[src/rtl/fsk_symbol_sequencer.sv]
// Serialises valid/ready data words MSB-first onto a one-bit FSK tone select at a programmable baud rate.
// Load is one edge after a word is accepted from idle; one-word buffer, Din_Ready low while it is occupied.
module fsk_symbol_sequencer #(
  parameter int   DATA_W   = 16,
  parameter int   DIV_W    = 32,
  parameter logic IDLE_LVL = 1'b1
) (
  input  logic              Clock,
  input  logic              Reset_n,
  input  logic              Enable,
  input  logic [DIV_W-1:0]  Baud_Div,
  input  logic [DATA_W-1:0] Din,
  input  logic              Din_Valid,
  output logic              Din_Ready,
  output logic              SW_Sel,
  output logic              Sym_Strobe,
  output logic              Busy,
  output logic              Underrun
);

  localparam int BW = (DATA_W > 1) ? $clog2(DATA_W) : 1;

  typedef enum logic {IDLE, SHIFT} state_t;

  state_t            state;
  logic [DATA_W-1:0] buf_q;
  logic              buf_full;
  logic [DATA_W-1:0] sreg;
  logic [BW-1:0]     bcnt;
  logic [DIV_W-1:0]  dcnt;
  logic [DIV_W-1:0]  div_q;
  logic [DIV_W-1:0]  div_new;
  logic              word_end;
  logic              do_load;

  assign div_new   = (Baud_Div == '0) ? DIV_W'(1) : Baud_Div;
  assign word_end  = (state == SHIFT) && (dcnt == '0) && (bcnt == '0);
  // A load either starts from idle or chains straight off the last cycle of the LSB.
  assign do_load   = Enable && buf_full && ((state == IDLE) || word_end);
  assign Din_Ready = ~buf_full;
  assign Busy      = (state == SHIFT);

  always_ff @(posedge Clock or negedge Reset_n) begin
    if (!Reset_n) begin
      state      <= IDLE;
      buf_q      <= '0;
      buf_full   <= 1'b0;
      sreg       <= '0;
      bcnt       <= '0;
      dcnt       <= '0;
      div_q      <= DIV_W'(1);
      SW_Sel     <= IDLE_LVL;
      Sym_Strobe <= 1'b0;
      Underrun   <= 1'b0;
    end else begin
      Sym_Strobe <= 1'b0;
      Underrun   <= 1'b0;
      if (do_load) begin
        buf_full   <= 1'b0;
        sreg       <= buf_q;
        div_q      <= div_new;
        dcnt       <= div_new - DIV_W'(1);
        bcnt       <= BW'(DATA_W - 1);
        SW_Sel     <= buf_q[DATA_W-1];
        Sym_Strobe <= 1'b1;
        state      <= SHIFT;
      end else begin
        if (Din_Valid && !buf_full) begin
          buf_q    <= Din;
          buf_full <= 1'b1;
        end
        case (state)
          IDLE: SW_Sel <= IDLE_LVL;
          SHIFT: begin
            if (dcnt != '0) begin
              dcnt <= dcnt - DIV_W'(1);
            end else if (bcnt != '0) begin
              sreg       <= {sreg[DATA_W-2:0], 1'b0};
              SW_Sel     <= sreg[DATA_W-2];
              bcnt       <= bcnt - BW'(1);
              dcnt       <= div_q - DIV_W'(1);
              Sym_Strobe <= 1'b1;
            end else begin
              state    <= IDLE;
              SW_Sel   <= IDLE_LVL;
              Underrun <= Enable;
            end
          end
          default: state <= IDLE;
        endcase
      end
    end
  end

endmodule

[config.mk]
export PLATFORM = sky130hd
export DESIGN_NAME = fsk_symbol_sequencer
export DESIGN_NICKNAME = d
export VERILOG_FILES = /design/src/rtl/fsk_symbol_sequencer.sv
export SDC_FILE = /design/constraint.sdc
export NUM_CORES = 1
export LEC_CHECK = 0
export CORE_MARGIN = 4
export CORE_UTILIZATION = 52
export DETAILED_ROUTE_END_ITERATION = 10
export PLACE_DENSITY = 0.76
export SYNTH_ARGS = -nofsm -noshare
export SYNTH_HDL_FRONTEND = slang
export SYNTH_SLANG_ARGS = --single-unit
[constraint.sdc]
create_clock -name Clock -period 4.68 [get_ports Clock]
set_input_delay 0.702 -clock Clock [delete_from_list [all_inputs] [get_ports Clock]]
set_output_delay 0.702 -clock Clock [all_outputs]
set_load 0.005 [all_outputs]
# [Word-level counts from Yosys, hierarchy flattened]
# Index checks and enable logic that the tools add are counted.
[word_totals] in_bits=52 ff_bits=104 out_inout_bits=5 wordCells=68
[classes] eq_ne=2 bitwise_logic=3 n_reduce_logical=19 n_mux=30 add_sub_neg=4
[op_table] op="$mux W32" count=5
[op_table] op="$sub A32 B1 Y32 const B" count=3
[op_table] op="$logic_not A32 Y1" count=2
[op_table] op="$mux W15" count=4
[op_table] op="$reduce_bool A32 Y1" count=1
[op_table] op="$mux W1" count=16
[op_table] op="$mux W4" count=4
[op_table] op="$reduce_bool A2 Y1" count=3
[op_table] op="$logic_and A1 B1 Y1" count=5
[op_table] op="$logic_not A4 Y1" count=1
[op_table] op="$reduce_and A2 Y1" count=2
[op_table] op="$reduce_bool A4 Y1" count=1
[op_table] op="$sub A4 B1 Y4 const B" count=1
[op_table] op="$ne A3 B3 Y1 const B" count=1
[op_table] op="$not A1 Y1" count=3
[op_table] op="$reduce_and A3 Y1" count=1
[op_table] op="$reduce_bool A3 Y1" count=1
[op_table] op="$ne A2 B2 Y1 const B" count=1
[op_table] op="$pmux W1 S2" count=1
[op_table] op="$logic_not A1 Y1" count=1
[op_table] op="$logic_or A1 B1 Y1" count=1

# [Depth between registers and ports, before layout]
[depth] depth_word=7 ltp_mapped=20 ltp_nobuf=17

# [Worst setup path after synthesis]
# Ideal clock, no wire load.
[synth_timing] kind="register -> register" from="register bcnt[0]" to="register dcnt[16]" path_slack_ps=316 period_less_slack_ps=4364 path_stages_with_launch=19 t_required_ps=4549 arrival_time_ps=4233 n_path_buf=4 setup_time_ps=131 cell_sequence="dfrtp_1 > inv_1 > ha_1 > or3b_2 > nor2_1 > nand4_1 > nand2_1 > buf_2 > buf_2 > buf_1 > o21a_1 > ha_1 > clkbuf_1 > nand2_1 > nor3_1 > a21oi_1 > o311ai_0 > o21ai_0 > or3_1"
[synth_via] elab_chain_len=6
[synth_rtl] element="start, declared" line_no="29" text="logic [BW-1:0] bcnt;"
[synth_rtl] element="start signal, assigned" line_no="63" text="bcnt <= BW'(DATA_W - 1);"
[synth_rtl] element="start signal, assigned" line_no="80" text="bcnt <= bcnt - BW'(1);"
[synth_rtl] element="$logic_not A4 Y1" line_no="37" text="assign word_end = (state == SHIFT) && (dcnt == '0) && (bcnt == '0);"
[synth_rtl] element="$logic_and A1 B1 Y1" line_no="37"
[synth_rtl] element="$logic_or A1 B1 Y1" line_no="39" text="assign do_load = Enable && buf_full && ((state == IDLE) || word_end);"
[synth_rtl] element="$logic_and A1 B1 Y1" line_no="39"
[synth_rtl] element="$reduce_bool A3 Y1 (no source line) / $reduce_bool A2 Y1 (equally long branches)"
[synth_rtl] element="$reduce_and A2 Y1 (no source line)"
[synth_rtl] element="end signal, assigned" line_no="62" text="dcnt <= div_new - DIV_W'(1);"
[synth_rtl] element="end signal, assigned" line_no="76" text="dcnt <= dcnt - DIV_W'(1);"
[synth_rtl] element="end signal, assigned" line_no="81" text="dcnt <= div_q - DIV_W'(1);"
[synth_rtl] element="end, declared" line_no="30" text="logic [DIV_W-1:0] dcnt;"
# Several ways; a longest one is shown, not always the timed one.
# A chain may end at the register's enable or synchronous reset.

# [Final worst setup path]
[layout_timing] from="register dcnt[24]" to="register dcnt[24]"
[layout_via] elab_chain_len=7
[layout_rtl] element="parallel branches: the longest is 7 deep, another holds $sub A32 B1 Y32"
# Several ways; the timed one is not identified. The select of a mux whose other input is x is not followed.

==> flow_summary.json <==
{
  "status": "finished, final reports clean",
  "crit_path_end_kind": "flip-flop",
  "cts_tree": "done",
  "finalCriticalPeriod_ns": 4.210,
  "synthCells": 736,
  "path_cells": "nor4_1 -> nand3_1 -> nor4_2 -> buf_4 -> nor2_4 -> a311oi_1 -> o21bai_1 -> ha_1 -> nor2b_1 -> nand4_1 -> a41o_1 -> a21oi_2 -> o211ai_2 -> nor3_1 -> xnor2_1 -> o21ai_0",
  "synth_most_common_cell": "nand2_1",
  "r2r-end": "dcnt[24]",
  "drt_iter0_drc": 692,
  "cts.clk_slew.worst_paths_ns": 0.07,
  "maxCapViolations": 0,
  "dieArea_um2": 13500,
  "wl_um": 18330,
  "ff_latch_area_um2": 2605,
  "drv_slew": 0,
  "cp_num_cells": 16,
  "ys_seq_area_share_pct": 42.81,
  "rsz0062_at_grt": "false",
  "grt_max_degree": 77,
  "io_buffers": 56,
  "ant_nets": 0,
  "pre_cts_ws_ns": 0.4806,
  "worst_slew_pin_slew_ns": 0.9718,
  "cts_resized": 0,
  "synthTopCellsByArea": "dfrtp_1 (42%), nand2_1 (9.0%), o21ai_0 (5.0%), nor2_1 (4.9%), a21oi_1 (4.2%)",
  "cpPeakStageDelay_ns": 0.67,
  "startpoint_type": "flip-flop",
  "grt_usage_pct": 28.31,
  "die_y_um": 116.2,
  "setup_viol": 0,
  "min_from": "div_q[31]",
  "min_path_type": "reg -> reg",
  "area_growth_pct": 18.55,
  "setup_tns_ns": 0,
  "htreeDepth": 3,
  "power.density_nw_per_um2": 423.6,
  "start_util_pct": 53.29,
  "place_hpwl_um": 12750,
  "holdBufCountCts": 0,
  "critPathCapture": "dcnt[24]",
  "syn_nets": 790,
  "rrSetupSlack_ns": 0.47,
  "r2r_start": "dcnt[24]",
  "synth_edf_count": 0,
  "cp_slowest_cell": "nor4_1",
  "synthTopCellsByCount": "nand2_1 (146), dfrtp_1 (102), nor2_1 (79)",
  "yosys.area.top_type": "dfrtp_1",
  "multi_input_area_um2": 3297,
  "worstPathArrival_ns": 4.44,
  "hold_viol": 0,
  "grt_pass1_vias": 5827,
  "worst-path-buf-inv": 1,
  "finalClockSkew_ns": 0.01053,
  "clock_sinks": 104,
  "nNetsFinal": 847,
  "synth_cell_types": 74,
  "worst_r2r_path_depth": 16,
  "num_rows": 39,
  "crit_fanout": 6,
  "synth_area_per_cell_um2": 8.267,
  "syn_area_um2": 6085,
  "vias": 6036,
  "wl_per_cell_um": 19.48,
  "drt_pass1_iterations": 5,
  "critPathKind": "reg -> reg",
  "cp.required_ns": 4.91,
  "worstSkewPairLatency_ns": 0.36,
  "antenna_found_initial": 0,
  "crit_start": "dcnt[24]",
  "period_share_pct": 89.96,
  "core_region_area_um2": 11420,
  "synth_top_area_share_pct": 41.95,
  "path_delay_family": "simple AND/OR/NAND/NOR gates",
  "drcViolationCount": 0,
  "power_leakage_nw": 2.978,
  "async_flop_share_pct": 100.0,
  "pin_count": 57,
  "diodes": 0,
  "layout-drive-gt1-share_pct": 10.40,
  "numCtsBuffers": 9,
  "postCtsSetupBuffers": 0,
  "ys.flop_type": "dfrtp_1",
  "cts_buffer_depth": 2,
  "cts-root-buf": "clkbuf_16",
  "max-vdd-ir-drop_uv": 374.4,
  "yosys_warnings": 0,
  "setup_ws_ns": 0.4700,
  "n_fill_cell": 1020,
  "synth_seq_cells": 104,
  "max_slew_margin_pct": 35.21,
  "die_x_um": 116.2,
  "grt_pass1_wl_um": 29700,
  "fmax_mhz": 237.5,
  "gp_congestion": 0.9780,
  "overflow": 0,
  "via_per_inst": 6.414
}
==> per-layer routing <==
layer | GRT usage [%] | up-vias | routed length, um
met1 | 37.63 | 2876 | 7650
li1 | - | 2781 | -
met3 | 5.855 | 62 | 1534
met2 | 44.96 | 317 | 8467
met5 | 0 | - | 0
met4 | 12.61 | 0 | 672
==> per-stage QoR <==
stage	cell area [um^2]	util, %	cells	hold slack (ns)	total power, mW
final	7213	63.17	941	0.4706	3.055
after detailed placement	6898	60.41	925	0.4574	2.231
after floorplan	6085	-	736	0.4064	1.933
after CTS	7213	63.17	941	0.4755	3.047
after global routing	7213	63.17	941	0.5228	3.239
after global placement	6898	60.41	925	0.4508	2.194
==> cell families after synthesis <==
group,after synthesis,share of synthesized area (%)
AO/OA/AOI/OAI,205,21.55
XOR/XNOR,20,2.879
adder cells (fa/ha/maj),2,0.4112
buffers and inverters,49,3.311
flip-flops,104,42.81
multiplexers,18,3.311
AND/OR/NAND/NOR,338,25.72
==> layout make-up <==
type / instances / area share, %
flip-flops and latches: 104 / 36.11
well taps: 143 / 2.480
inverters: 9 / 0.4683
clock buffers: 11 / 3.226
multi-input cells: 583 / 45.71
repair buffers: 86 / 10.86
clock inverters: 5 / 1.145
==> worst min path at each step <==
stage / endpoint / cells past startpoint
floorplan: Busy / 0
global placement: div_q[31] / 2
detailed placement: div_q[31] / 2
CTS: div_q[31] / 2
global route: sreg[0] / 2
finish: div_q[31] / 2
==> cells in the final DEF, fill, tap and decap left out, types with 4 or more instances in the layout <==
cell type / Yosys / layout
xor2_1: 10 / 10
a21oi_1: 51 / 50
nand3_1: 13 / 13
buf_4: 0 / 31
or3_1: 11 / 11
o21ai_0: 61 / 61
mux2_2: 17 / 17
or2_2: 4 / 4
nor2b_1: 4 / 4
nand4_1: 8 / 8
and3_1: 5 / 5
o211ai_1: 7 / 7
nand2b_1: 4 / 4
dfrtp_1: 102 / 102
o32ai_1: 4 / 4
nand2_1: 146 / 145
o31ai_1: 5 / 5
clkbuf_16: 0 / 9
nor2_1: 79 / 78
a22oi_1: 5 / 5
inv_1: 8 / 8
xnor2_1: 10 / 10
nor3_1: 22 / 21
clkdlybuf4s50_1: 0 / 55
a31oi_1: 24 / 24
nor4_1: 12 / 12
a2111oi_0: 4 / 4
o2111a_1: 4 / 4
or4_1: 9 / 9
==> sequential cells by signal (all words and copies together) (netlist names) <==
name	cells
Underrun	1
buf_full	1
SW_Sel	1
Busy	1
Sym_Strobe	1
bcnt	4
buf_q	16
dcnt	32
div_q	32
sreg	15
==> tightest hold or removal path: cells and delay by family, from the launching register on <==
family	cells	cell delay, ns
DFF	1	0.34
and+or+nand+nor	2	0.10
==> power by group <==
part | internal, mW | switching, mW
logic | 0.392 | 0.431
clock network | 0.470 | 0.347
registers | 1.16 | 0.254
Power figures use the tool's default switching activity.
